<file path="config.mk">
export PLATFORM = sky130hd
export DESIGN_NAME = serializer
export DESIGN_NICKNAME = d
export VERILOG_FILES = /design/src/rtl/serializer.sv
export SDC_FILE = /design/constraint.sdc
export NUM_CORES = 1
export LEC_CHECK = 0
export CORE_UTILIZATION = 39
export DETAILED_ROUTE_END_ITERATION = 8
export HOLD_SLACK_MARGIN = 0.06
export PLACE_DENSITY_LB_ADDON = 0.2
export SETUP_SLACK_MARGIN = 0.05
export SLEW_MARGIN = 25
export SYNTH_ARGS = -nofsm -noshare
export SYNTH_HDL_FRONTEND = slang
export SYNTH_SLANG_ARGS = --single-unit
</file>
<file path="constraint.sdc">
create_clock -name clk_i -period 1.7 [get_ports clk_i]
set_clock_uncertainty 0.1 [all_clocks]
set_input_delay 0.425 -clock clk_i [delete_from_list [all_inputs] [get_ports clk_i]]
set_output_delay 0.425 -clock clk_i [all_outputs]
set_load 0.005 [all_outputs]
</file>
<file path="src/rtl/serializer.sv">
// Parallel-to-serial converter: sends the top N bits of a DATA_W word, one per clock, with a valid strobe.
// Define SERIALIZER_LSB_FIRST_EN to send data_i[0] first instead of data_i[DATA_W-1].
module serializer #(
  parameter int DATA_W = 16
) (
  input  logic                      clk_i,
  input  logic                      arst_n_i,
  input  logic [DATA_W-1:0]         data_i,
  input  logic [$clog2(DATA_W)-1:0] data_mod_i,
  input  logic                      data_val_i,
  output logic                      ser_data_o,
  output logic                      ser_data_val_o,
  output logic                      busy_o
);

  localparam int MOD_W = $clog2(DATA_W);
  localparam int CNT_W = MOD_W + 1;

  typedef enum logic [0:0] {
    ST_IDLE  = 1'b0,
    ST_SHIFT = 1'b1
  } state_t;

  state_t              state_r;
  logic [DATA_W-1:0]   shreg_r;
  logic [CNT_W-1:0]    cnt_r;
  logic                ser_data_r;
  logic                ser_val_r;
  logic                busy_r;

  logic                mod_ok_s;
  logic                accept_s;
  logic [CNT_W-1:0]    n_s;
  logic                load_bit_s;
  logic [DATA_W-1:0]   load_word_s;
  logic                shift_bit_s;
  logic [DATA_W-1:0]   shift_word_s;

  // The shift register always holds the not-yet-sent bits aligned to the output end.
`ifdef SERIALIZER_LSB_FIRST_EN
  assign load_bit_s   = data_i[0];
  assign load_word_s  = {1'b0, data_i[DATA_W-1:1]};
  assign shift_bit_s  = shreg_r[0];
  assign shift_word_s = {1'b0, shreg_r[DATA_W-1:1]};
`else
  assign load_bit_s   = data_i[DATA_W-1];
  assign load_word_s  = {data_i[DATA_W-2:0], 1'b0};
  assign shift_bit_s  = shreg_r[DATA_W-1];
  assign shift_word_s = {shreg_r[DATA_W-2:0], 1'b0};
`endif

  assign mod_ok_s = (data_mod_i != MOD_W'(1)) && (data_mod_i != MOD_W'(2));
  assign accept_s = data_val_i && !busy_r && mod_ok_s;

  // Bit count: 0 selects the full word; codes beyond the word width saturate to it.
  always_comb begin
    n_s = CNT_W'(DATA_W);
    if ((data_mod_i == MOD_W'(0)) || ({1'b0, data_mod_i} >= CNT_W'(DATA_W))) begin
      n_s = CNT_W'(DATA_W);
    end else begin
      n_s = {1'b0, data_mod_i};
    end
  end

  // Control FSM with registered serial outputs; cnt_r counts bits left including the one on the wire.
  always_ff @(posedge clk_i or negedge arst_n_i) begin
    if (!arst_n_i) begin
      state_r    <= ST_IDLE;
      shreg_r    <= '0;
      cnt_r      <= '0;
      ser_data_r <= 1'b0;
      ser_val_r  <= 1'b0;
      busy_r     <= 1'b0;
    end else begin
      case (state_r)
        ST_IDLE: begin
          if (accept_s) begin
            state_r    <= ST_SHIFT;
            shreg_r    <= load_word_s;
            cnt_r      <= n_s;
            ser_data_r <= load_bit_s;
            ser_val_r  <= 1'b1;
            busy_r     <= (n_s > CNT_W'(1));
          end else begin
            ser_data_r <= 1'b0;
            ser_val_r  <= 1'b0;
            busy_r     <= 1'b0;
          end
        end
        ST_SHIFT: begin
          if (cnt_r > CNT_W'(1)) begin
            shreg_r    <= shift_word_s;
            cnt_r      <= cnt_r - CNT_W'(1);
            ser_data_r <= shift_bit_s;
            ser_val_r  <= 1'b1;
            busy_r     <= (cnt_r > CNT_W'(2));
          end else if (accept_s) begin
            // Last bit on the wire and a new word arrives: reload without a gap.
            shreg_r    <= load_word_s;
            cnt_r      <= n_s;
            ser_data_r <= load_bit_s;
            ser_val_r  <= 1'b1;
            busy_r     <= (n_s > CNT_W'(1));
          end else begin
            state_r    <= ST_IDLE;
            shreg_r    <= '0;
            cnt_r      <= '0;
            ser_data_r <= 1'b0;
            ser_val_r  <= 1'b0;
            busy_r     <= 1'b0;
          end
        end
        default: begin
          state_r    <= ST_IDLE;
          shreg_r    <= '0;
          cnt_r      <= '0;
          ser_data_r <= 1'b0;
          ser_val_r  <= 1'b0;
          busy_r     <= 1'b0;
        end
      endcase
    end
  end

  assign ser_data_o     = ser_data_r;
  assign ser_data_val_o = ser_val_r;
  assign busy_o         = busy_r;

endmodule

</file>
== Word level (Yosys, flattened, before mapping) ==
Index checks and enable logic that the tools add are counted.
Word-level totals
  flip-flop bits (word level): 24
  input port bits: 23
  output and inout bits: 3
  logic and storage cells: 36
Operators by class
  $add $sub $neg: 1
  magnitude comparators: 3
  eq/ne operators: 3
  muxes and demuxes: 18
  bitwise operators: 1
  reduce and logical (&&, ||, !) cells: 5
Operators by type and width (number)
  $mux W16: 3
  $pmux W16 S2: 1
  $mux W5: 4
  $gt A5 B1 Y1 const B: 2
  $pmux W5 S2: 1
  $mux W1: 6
  $pmux W1 S2: 3
  $gt A5 B2 Y1 const B: 1
  $sub A5 B1 Y5 const B: 1
  $logic_not A4 Y1: 1
  $ne A4 B1 Y1 const B: 1
  $ne A4 B2 Y1 const B: 1
  $logic_and A1 B1 Y1: 3
  $ne A2 B2 Y1 const B: 1
  $logic_not A1 Y1: 1
  $not A1 Y1: 1

== Logic depth before layout (Yosys ltp) ==
  depth after elaboration: 6
  gate-level depth with buffers: 8
  gate-level depth less buffers: 6

== Least setup slack after synthesis ==
No wires, ideal clock.
  path kind: reg-to-reg
  start: register cnt_r[2]
  end: register cnt_r[3]
  library setup time: 126 ps
  arrival: 1531 ps
  data required time: 1474 ps
  setup slack: -57 ps
  stages on the path, launching flop included: 6
  period minus slack after synthesis: 1757 ps
  path through: dfrtp_1 -> or3_4 -> o21ai_2 -> buf_6 -> o22ai_1 -> a221o_1
On the way
  cells in the longest elaborated chain, start to end: 3
RTL lines
  start, declared: line 26  | logic [CNT_W-1:0] cnt_r;
  start signal, assigned: line 80  | cnt_r <= n_s;
  start signal, assigned: line 93  | cnt_r <= cnt_r - CNT_W'(1);
  start signal, assigned: line 100  | cnt_r <= n_s;
  $sub A5 B1 Y5 or $gt A5 B1 Y1 (tied branches): line 93, 91
  $mux W5 (*): line 91  | if (cnt_r > CNT_W'(1)) begin
  $pmux W5 S2 (*): line 75  | case (state_r)
Mark *: on every way between the ends. The rest lies on a longest branch, timed or not.
A chain may end at the register's enable or synchronous reset.

== Worst setup path after layout ==
  start: register cnt_r[2]
  end: register shreg_r[7]
On the way
  cells in the longest elaborated chain, start to end: 3
RTL lines
  $gt A5 B1 Y1: line 91
  $mux W16: line 91
  $pmux W16 S2: line 75
  end signal, assigned: line 79  | shreg_r <= load_word_s;
  end signal, assigned: line 92  | shreg_r <= shift_word_s;
  end signal, assigned: line 99  | shreg_r <= load_word_s;
  end, declared: line 25  | logic [DATA_W-1:0] shreg_r;
No other way between the ends.

==> run_results.csv <==
group,metric,value,unit
sta,relSlewSlack,76.6,%
sta,final.period_utilization,106,%
routing,num_vias,1207,
placed_design,gp_congestion,0.794,
routing,wl_per_cell,14.8,um
placed_design,hpwl,2.27,mm
yosys,syn_inst,121,
setup_path,start_kind,"flop",
global_routing,grt_max_degree,24,
cells_and_area,diodes,0,
routing,dr.pass1.iters,4,
sta,report.final.hold_viol_count,0,
global_routing,grt_pass1_wl,5.43,mm
yosys,yosysMostFrequentCell,"dfrtp_1",
cells_and_area,ff_latch_area,576,sq um
yosys,ys_ff_latch,23,
die,fp.dieW,59.8,um
routing,vias_per_cell,5.46,
sta,min_period,1810,ps
placed_design,place_inst,208,
global_routing,antenna_found_initial,0,
clock_network,clk_pin_slew,120,ps
setup_path,cpPeakStageDelay,450,ps
sta,setup_ws,-107,ps
routing,wl,3.27,mm
cells_and_area,fillers,276,
cells_and_area,fin_nets,204,
setup_path,worst_path_max_delay_cell,"or3_4",
yosys,synthesis.nets,147,
outcome,status,"complete, but fails checks",
global_routing,grt_pass1_vias,1202,
yosys,yosysSeqAreaShare,44.2,%
routing,final_antenna_net_count,0,
yosys,synthArstFlopShare,100,%
die,design.core.area,3100,sq um
cells_and_area,drive_gt1_share,35.0,%
clock_network,cts-root-buf,"clkbuf_4",
yosys,synth.avg_cell_area,10.8,sq um
yosys,yosysTopAreaCell,"dfrtp_1",
yosys,netlist_area,1300,sq um
run,drv_cap,0,
routing,drtIter0Drc,43,
sta,slew_violations,0,
sta,setup_viol,15,
die,dieArea,3570,sq um
cells_and_area,multi_input_area,771,sq um
yosys,ys.flop_type,"dfrtp_1",
die,die_h,59.8,um
placed_design,portBuffers,25,
yosys,netlist_top_cells_count,"dfrtp_1 (23), o21ai_0 (15), a22oi_1 (14), mux2i_1 (14), nand2_1 (6)",
clock_network,clk_latency,310,ps
routing,drc_errors,0,
setup_path,critPathMaxFanout,5,
setup_path,required,1850,ps
die,initial_utilization,41.9,%
hold_path,holdCritPathClass,"in2async",
sta,rsz0062_at_grt,"yes",
sta,setup_tns,-1210,ps
cells_and_area,stdcell_count,221,
yosys,synth_cell_types,35,
clock_network,tritoncts,"built",
yosys,synthTopCellsByArea,"dfrtp_1 (44%), mux2i_1 (11%), a22oi_1 (8.1%), o21ai_0 (5.8%), buf_6 (3.5%)",
setup_path,criticalPathCategory,"reg2reg",
pwr,p_per_area,1710,nW/um^2
outcome,violations,"negative setup slack",
pwr,ir_worst_vdd,0.000766,V
setup_path,crit_arrival,1950,ps
cells_and_area,syn2layout_area_growth,52.3,%
clock_network,htree_levels,1,
clock_network,clockBufferDepth,2,
yosys,ys_warn_count,0,
yosys,synth-edff-count,0,
clock_network,cts_buffers,3,
setup_path,cp-end-kind,"flop",
global_routing,grt_usage,20.4,%
sta,fmax,0.553,GHz
clock_network,cts_sinks,23,
sta,worst_pin_slew,351,ps
pwr,leakagePower,0.000812,uW
setup_path,path_cells,"or3_4, a2111oi_4, buf_4, a22oi_2, o21ai_1",
yosys,synth_top_area_share,44.2,%
global_routing,grt.overflow.total,0,
die,num_rows,20,
die,boundaryPins,26,
==> sequential cells by signal, indices dropped and copies added (netlist names) <==
| signal | count |
|---|---|
| ser_data_val_o | 1 |
| shreg_r | 15 |
| busy_o | 1 |
| ser_data_o | 1 |
| cnt_r | 5 |
==> layer usage <==
layer	wire length, um	global-route usage (%)	share of wire [%]	up-vias
met2	1610	34.9	49	29
li1	-	-	-	578
met3	138	3.68	4.2	7
met5	0	0	0	-
met4	49	6.98	1.5	0
met1	1470	25.7	45	593
==> worst max-delay path: cells and delay by family (launching register included) <==
kind / cells / cell delay [ps]
and+or+nand+nor: 1 / 450
AOI/OAI and AO/OA: 3 / 560
buffers and inverters: 1 / 230
DFF: 1 / 400
==> power breakdown <==
group          switching, uW  internal (uW)
sequential               151            783
clock                    164           91.7
combinational           1020           1180
total                   1330           2060
==> cell type report <==
type | instances | area share [%]
repair buffers | 59 | 27.4
well taps | 44 | 2.78
inverters | 3 | 0.568
multi-input cells | 88 | 38.9
clock buffers | 4 | 1.33
flip-flops and latches | 23 | 29.0
==> stage by stage <==
stage,total power (uW),util [%],instance area [sq um],setup slack [ps],hold slack [ps]
6_report,3390,63.9,1980,-107,344
5_1_grt,3660,63.9,1980,-177,357
4_1_cts,3160,61.1,1900,-87.2,347
3_5_place_dp,2650,56.7,1760,-481,374
3_3_place_gp,2580,56.7,1760,-437,366
2_1_floorplan,1980,-,1300,-20.1,29.4
==> kinds of logic after synthesis <==
group / after synthesis / synth area share (%)
compound gates: 45 / 25.7
simple gates: 25 / 10.3
flops: 23 / 44.2
mux: 14 / 10.8
buf+inv: 10 / 5.48
fa+ha+maj: 3 / 2.88
xor+xnor: 1 / 0.673
==> worst paths after layout <==
check | start | end | slack [ps] | cells past startpoint
min in group clk_i | shreg_r[15] | ser_data_o | 400 | 2
worst min-delay path | arst_n_i | cnt_r[2] | 340 | 2
worst min register to register | shreg_r[15] | ser_data_o | 400 | 2
worst max register to register | cnt_r[2] | shreg_r[7] | -110 | 5
max in group asynchronous | arst_n_i | shreg_r[5] | 920 | 2
worst max-delay path | cnt_r[2] | shreg_r[7] | -110 | 5
==> cells in the final DEF, fill, tap and decap left out, types with 3 or more instances in the layout <==
cell             instances
buf_4                   26
dfrtp_1                 23
clkdlybuf4s50_1         22
o21ai_1                 16
mux2i_1                 14
a22oi_2                 11
nand2_1                  6
buf_6                    5
nor2_1                   4
a32oi_1                  3
a22oi_1                  3
clkbuf_4                 3
dlygate4sd2_1            3
==> what timing repair did <==
item | 4_1_cts | 5_1_grt
setup endpoints to repair | 25 | 23
pin swaps | 6 | 6
cloned | 2 | 0
gates resized for setup | 20 | 21
buffers inserted | 5 | 4
hold buffers | 0 | 0
Power figures use the tool's default switching activity.
